[src/rtl/sram_seq.sv]
// sram_seq: arbitrated single-port async SRAM sequencer shared by a CPU port
// and a read-only video fetch port. Fixed-length strobe sequences; all
// outputs come straight from flops.
module sram_seq #(
  parameter int WAIT_CYCLES = 1
) (
  input  logic        clk,
  input  logic        reset,
  input  logic        cpu_req,
  input  logic        cpu_we,
  input  logic [15:0] cpu_addr,
  input  logic [2:0]  cpu_page,
  input  logic [7:0]  cpu_wdata,
  output logic        cpu_ack,
  output logic [7:0]  cpu_rdata,
  input  logic        vid_req,
  input  logic [15:0] vid_addr,
  output logic        vid_ack,
  output logic [7:0]  vid_rdata,
  output logic [18:0] sram_addr,
  input  logic [7:0]  sram_dq_i,
  output logic [7:0]  sram_dq_o,
  output logic        sram_dq_oe,
  output logic        sram_ce_n,
  output logic        sram_oe_n,
  output logic        sram_we_n
);

  typedef enum logic [2:0] {IDLE, RD, WSETUP, WR, WHOLD, ACK} state_t;

  localparam logic [2:0] WLOAD = 3'(WAIT_CYCLES);

  state_t     state;
  logic [2:0] wcnt;
  logic       own_vid;
  logic       last_vid;
  logic       grant_vid;

  // Video wins a tie unless it won the previous grant, so both ports alternate.
  assign grant_vid = vid_req && (!cpu_req || !last_vid);

  // Sequencer: grant, strobe timing, data capture and ack pulses.
  always_ff @(posedge clk) begin
    if (reset) begin
      state      <= IDLE;
      wcnt       <= '0;
      own_vid    <= 1'b0;
      last_vid   <= 1'b0;
      sram_addr  <= '0;
      sram_dq_o  <= '0;
      sram_dq_oe <= 1'b0;
      sram_ce_n  <= 1'b1;
      sram_oe_n  <= 1'b1;
      sram_we_n  <= 1'b1;
      cpu_ack    <= 1'b0;
      vid_ack    <= 1'b0;
      cpu_rdata  <= '0;
      vid_rdata  <= '0;
    end else begin
      cpu_ack <= 1'b0;
      vid_ack <= 1'b0;
      case (state)
        IDLE: begin
          if (vid_req || cpu_req) begin
            own_vid   <= grant_vid;
            last_vid  <= grant_vid;
            sram_ce_n <= 1'b0;
            if (grant_vid) begin
              sram_addr <= {3'b000, vid_addr};
              sram_oe_n <= 1'b0;
              wcnt      <= WLOAD;
              state     <= RD;
            end else begin
              sram_addr <= {cpu_page, cpu_addr};
              sram_dq_o <= cpu_wdata;
              if (cpu_we) begin
                sram_dq_oe <= 1'b1;
                state      <= WSETUP;
              end else begin
                sram_oe_n <= 1'b0;
                wcnt      <= WLOAD;
                state     <= RD;
              end
            end
          end
        end
        RD: begin
          if (wcnt == 3'd0) begin
            if (own_vid) begin
              vid_rdata <= sram_dq_i;
              vid_ack   <= 1'b1;
            end else begin
              cpu_rdata <= sram_dq_i;
              cpu_ack   <= 1'b1;
            end
            sram_ce_n <= 1'b1;
            sram_oe_n <= 1'b1;
            state     <= ACK;
          end else begin
            wcnt <= wcnt - 3'd1;
          end
        end
        WSETUP: begin
          sram_we_n <= 1'b0;
          wcnt      <= WLOAD;
          state     <= WR;
        end
        WR: begin
          if (wcnt == 3'd0) begin
            sram_we_n <= 1'b1;
            state     <= WHOLD;
          end else begin
            wcnt <= wcnt - 3'd1;
          end
        end
        WHOLD: begin
          sram_ce_n  <= 1'b1;
          sram_dq_oe <= 1'b0;
          cpu_ack    <= 1'b1;
          state      <= ACK;
        end
        ACK:     state <= IDLE;
        default: state <= IDLE;
      endcase
    end
  end

endmodule

[config.mk]
export PLATFORM = sky130hd
export DESIGN_NAME = sram_seq
export DESIGN_NICKNAME = d
export VERILOG_FILES = /design/src/rtl/sram_seq.sv
export SDC_FILE = /design/constraint.sdc
export NUM_CORES = 1
export LEC_CHECK = 0
export ABC_AREA = 1
export CAP_MARGIN = 20
export CORE_MARGIN = 5
export CORE_UTILIZATION = 39
export CTS_CLUSTER_DIAMETER = 80
export CTS_CLUSTER_SIZE = 30
export DETAILED_ROUTE_END_ITERATION = 8
export HOLD_SLACK_MARGIN = 0.06
export PLACE_DENSITY = 0.75
export REMOVE_ABC_BUFFERS = 1
export SETUP_SLACK_MARGIN = 0.4
export SLEW_MARGIN = 20
export SYNTH_ARGS = -nofsm -noshare
export SYNTH_HDL_FRONTEND = slang
export SYNTH_SLANG_ARGS = --single-unit
[constraint.sdc]
create_clock -name clk -period 3 [get_ports clk]
set_input_delay 0.6 -clock clk [delete_from_list [all_inputs] [get_ports clk]]
set_output_delay 0.6 -clock clk [all_outputs]
set_load 0.02 [all_outputs]
# ---- Yosys cells after proc, flatten, opt, wreduce, memory -nomap -nowiden
# Cells that the tools add are included.
dict set report word_totals {
  ff_bits 56
  latchBits 0
  ramBits 0
  mem_bits_ro 0
  in_bits 56
  elab_cells 81
  mem_count 0
}
dict set report op_classes {
  addsub 1
  n_mul 0
  div 0
  magnitude_cmp 0
  n_eq_ne 11
  shift 0
  n_mux 28
  bitwise 4
  reduce_logical 24
}
# cell n
set op_table {}
lappend op_table {{3-bit two-way mux} 7}
lappend op_table {{19-bit two-way mux} 1}
lappend op_table {{3-bit one-hot mux with 5 select lines} 1}
lappend op_table {{3-bit AND reduction} 5}
lappend op_table {{2-bit inequality test, second input constant} 6}
lappend op_table {{4-bit AND reduction} 3}
lappend op_table {{1-bit two-way mux} 11}
lappend op_table {{3-bit one-hot mux with 3 select lines} 1}
lappend op_table {{1-bit one-hot mux with 2 select lines} 4}
lappend op_table {{3-bit by 2-bit == test with 1-bit output, second input constant} 2}
lappend op_table {{3-bit zero test} 2}
lappend op_table {{2-bit nonzero test} 3}
lappend op_table {{3-bit nonzero test} 2}
lappend op_table {{2-bit two-way mux} 2}
lappend op_table {{1-bit NOT} 4}
lappend op_table {{2-bit AND reduction} 2}
lappend op_table {{3-bit by 1-bit == test with 1-bit output, second input constant} 1}
lappend op_table {{3-bit == test, second input constant} 1}
lappend op_table {{3-bit inequality test, second input constant} 1}
lappend op_table {{1-bit one-hot mux with 3 select lines} 1}
lappend op_table {{3-bit OR reduction} 1}
lappend op_table {{3-bit by 1-bit subtractor with 3-bit output, second input constant} 1}
lappend op_table {{1-bit zero test} 2}
lappend op_table {{1-bit logical OR} 2}
lappend op_table {{other kinds (2)} 2}

# ---- Logic depth before layout (Yosys ltp)
dict set report logic_depth {
  ltp_word 6
  ltp_mapped 9
}

# ---- Worst setup path after synthesis
# No wires, ideal clock.
dict set report synth_path {
  path_kind {input to register}
  start {input vid_req}
  end {register sram_dq_o[0]}
  setup_time_ns 0.116
  arrival_ns 1.442
  required_time_ns 2.884
  setup_slack_ns 1.442
  cell_stages 7
  cell_sequence {nor2_1 nor2_8 nand2_4 clkinv_2 buf_6 nor2_1 nor2_1}
}
dict set report synth_between {
  elab_chain_len 3
}
# element line
set synth_rtl {}
lappend synth_rtl {{start, declared} 16} ;# input logic vid_req,
lappend synth_rtl {{1-bit logical AND} 40} ;# assign grant_vid = vid_req && (!cpu_req || !last_vid);
lappend synth_rtl {{1-bit NOT (no source line)} -}
lappend synth_rtl {{3-bit AND reduction (no source line) *} -}
lappend synth_rtl {{end signal, assigned} 75} ;# sram_dq_o <= cpu_wdata;
lappend synth_rtl {{end, declared} 22} ;# output logic [7:0] sram_dq_o,
# Mark *: on every way between the ends. The rest lies on a longest branch, timed or not.
# A chain may end at the register's enable or synchronous reset.

# ---- Final worst setup path
dict set report layout_path {
  start {input vid_req}
  end {register sram_ce_n}
}
dict set report layout_between {
  elab_chain_len 3
}
# element line
set layout_rtl {}
lappend layout_rtl {{1-bit logical OR} 64} ;# if (vid_req || cpu_req) begin
lappend layout_rtl {{2-bit inequality test (no source line)} -}
lappend layout_rtl {{3-bit AND reduction (no source line)} -}
lappend layout_rtl {{end signal, assigned} 52} ;# sram_ce_n <= 1'b1;
lappend layout_rtl {{end signal, assigned} 67} ;# sram_ce_n <= 1'b0;
lappend layout_rtl {{end signal, assigned} 96} ;# sram_ce_n <= 1'b1;
lappend layout_rtl {{end, declared} 24} ;# output logic sram_ce_n,
# Every way passes these cells.

==> results.yml <==
setup_path:
  crit_path_start_kind: "input pin"
  worst_ep_required_time_ns: 3.17
  rr_startpoint: "wcnt[0]"
  criticalPathCategory: "in2reg"
  cp_common_cell: "nand3_1"
  arrival_ns: 2.14
  cp_slowest_cell: "clkdlybuf4s50_1"
  path_delay_family: "simple AND/OR/NAND/NOR gates"
  worstSetupEndpointType: "register"
  worst-path-buf-inv: 2
  slowest_delay_ns: 0.42
  cp_max_fo: 22
  startpoint: "vid_req"
  path_cells: "clkdlybuf4s50_1, nor2_1, nor2_8, inv_2, nand3_1, nand2_1, nand3_1"
clock_tree:
  cts_hold_buf: 0
  cts-buffers-inserted: 5
  htree_levels: 2
  cts_sinks: 56
  cts_buffer_depth: 2
  postCtsSetupBuffers: 0
  path_clk_slew_ns: 0.10
  clk_latency_ns: 0.31
  cts-resized-gates: 0
  cts_tree: "yes"
  cts-root-buf: "clkbuf_8"
grt:
  grt.busiest_layer: "met2"
  grt_util_met1: 0.204
  grt_first_pass_wirelength_mm: 10.5
  grt_overflow_total: 0
  grt_max_degree: 29
  use_met2: 0.272
  grt_pass1_vias: 2288
  antenna_found_initial: 0
  track_usage: 0.170
  grtUsageMet3: 0.0838
floorplanning:
  start_util: 0.405
  die_h_um: 88.6
  rows: 28
  dieArea_um2: 7850
  coreArea_um2: 5960
  chipWidth_um: 88.6
  io_pins: 105
logic_synthesis:
  ys_top_cells_by_count: "112 x nand2_1, 57 x nor2_1, 56 x dfxtp_1, 28 x o21ai_0, 27 x a21oi_1"
  synth_xor_area_frac: 0
  ys_types: 28
  synth.area.top_cells: "dfxtp_1 46%, nand2_1 17%, nor2_1 8.9%"
  synth_fa_ha_area_frac: 0.0104
  netlist_area_um2: 2410
  synth_area_leader_cell: "dfxtp_1"
  ys_seq_elements: 56
  synthSimpleGateAreaFrac: 0.338
  yosysTopAreaCellShare: 0.465
  ys_seq_area_frac: 0.465
  yosysWarnings: 0
  syn_area_per_cell_um2: 7.18
  synth_top_family_by_area: "simple AND/OR/NAND/NOR gates"
  synth-compound-area-share: 0.125
  synth_edf_count: 0
  async_flop_share: 0
  post-synth-top-count-cell: "nand2_1"
  syn-instance-count: 336
  ys.flop_type: "dfxtp_1"
  muxShareOfSynthArea: 0
placement:
  hpwlAfterDp_mm: 5.03
  dp_slack_ns: 0.669
  port_buffers: 104
  place_area_um2: 3480
  place_inst: 505
  gp_congestion: 0.954
timing:
  layout_worst_path_cycle_share: 0.657
  timing.setup.tns_ns: 0
  finalHoldViolCount: 0
  finClkSkew_ns: 0.00649
  clock.fmax_ghz: 0.507
  fin_crit_ns: 1.97
  slew_violations: 0
  worst_slack_ns: 1.03
  tightest_slew_ns: 0.666
  setup_violations: 0
  relSlewSlack: 0.556
  whs_ns: 0.467
  rsz0062_at_grt: "false"
power_and_ir_drop:
  vdd_drop_max_mv: 0.412
  p_leak_nw: 1.48
  power_mw: 2.88
  powerDensity_nw_per_um2: 807
finish:
  final_cells: 513
  fill_cells: 567
  finalInstanceArea_um2: 3570
  n_antenna_cell: 0
  drive_gt1_frac: 0.0639
  syn_to_final_growth_pct: 48.2
  finalNetCount: 495
  final_util: 0.600
route:
  drt_iter0_markers: 64
  drt_pass1_iterations: 4
  num_vias: 2406
  viasPerCell: 4.69
  ant_nets: 0
  routed_wl_mm: 6.66
  route.detailed.drc: 0
  routedWlPerCell_um: 13.0
job:
  maxCapViolations: 0
status:
  status: "finished, final reports clean"
hold_path:
  hp-start: "sram_addr[3]"
  hold_class: "reg2reg"
registers in the layout, summed over array words and instances, names as in the netlist:
name and cells:
vid_ack 1, sram_dq_oe 1, sram_we_n 1, sram_dq_o 8, sram_addr 19, sram_ce_n 1, vid_rdata 8, wcnt 3
last_vid 1, cpu_ack 1, state 3, cpu_rdata 8, sram_oe_n 1
power by group:
part,switching (mW),internal [mW],leakage [nW]
Combinational,0.834,0.578,0.976
Clock,0.240,0.167,0.0414
Sequential,0.122,0.941,0.459
Total,1.20,1.69,1.48
tightest hold or removal path: cells and delay by family, from the launching register on:
family | cells | cell delay [ns]
flops | 1 | 0.32
simple gates | 1 | 0.06
compound gates | 1 | 0.05
logic make-up after synthesis:
family	count (synthesis)
simple gates	189
flops	56
compound gates	58
fa+ha+maj	2
buf+inv	31
path summary, 6_finish.rpt:
check        slack (ns)           end  depth (start not counted)
max                1.03     sram_ce_n                          7
min                0.47  sram_addr[3]                          2
max reg2reg        1.15  cpu_rdata[3]                          9
min reg2reg        0.47  sram_addr[3]                          2
layout make-up:
cell class / count / area [um2] / share of cell area
flip-flops and latches: 56 / 1120 / 0.314
clock inverters: 2 / 16.3 / 0.00455
clock buffers: 6 / 72.6 / 0.0203
multi-input cells: 249 / 1140 / 0.319
inverters: 19 / 72.6 / 0.0203
well taps: 75 / 93.8 / 0.0263
repair buffers: 106 / 1060 / 0.296
metal layers:
layer / vias up / part of all wire
li1: 1260 / -
met1: 1036 / 0.41
met2: 98 / 0.43
met3: 12 / 0.15
met4: 0 / 0.018
met5: - / 0
cells in the final DEF (no fill, tap or decap), types with 2 or more instances in the layout:
| master | netlist | routed |
|---|---|---|
| nand2_1 | 112 | 112 |
| clkdlybuf4s50_1 | 0 | 104 |
| nor2_1 | 57 | 57 |
| dfxtp_1 | 56 | 56 |
| o21ai_0 | 28 | 28 |
| a21oi_1 | 27 | 27 |
| inv_1 | 13 | 13 |
| nand3_1 | 6 | 6 |
| clkbuf_8 | 0 | 5 |
| inv_2 | 4 | 4 |
| nor2_4 | 3 | 3 |
| nand2_4 | 2 | 2 |
| nand2_2 | 2 | 2 |
| a21oi_2 | 2 | 2 |
| ha_1 | 2 | 2 |
| buf_4 | 2 | 2 |
Power figures use the tool's default switching activity.
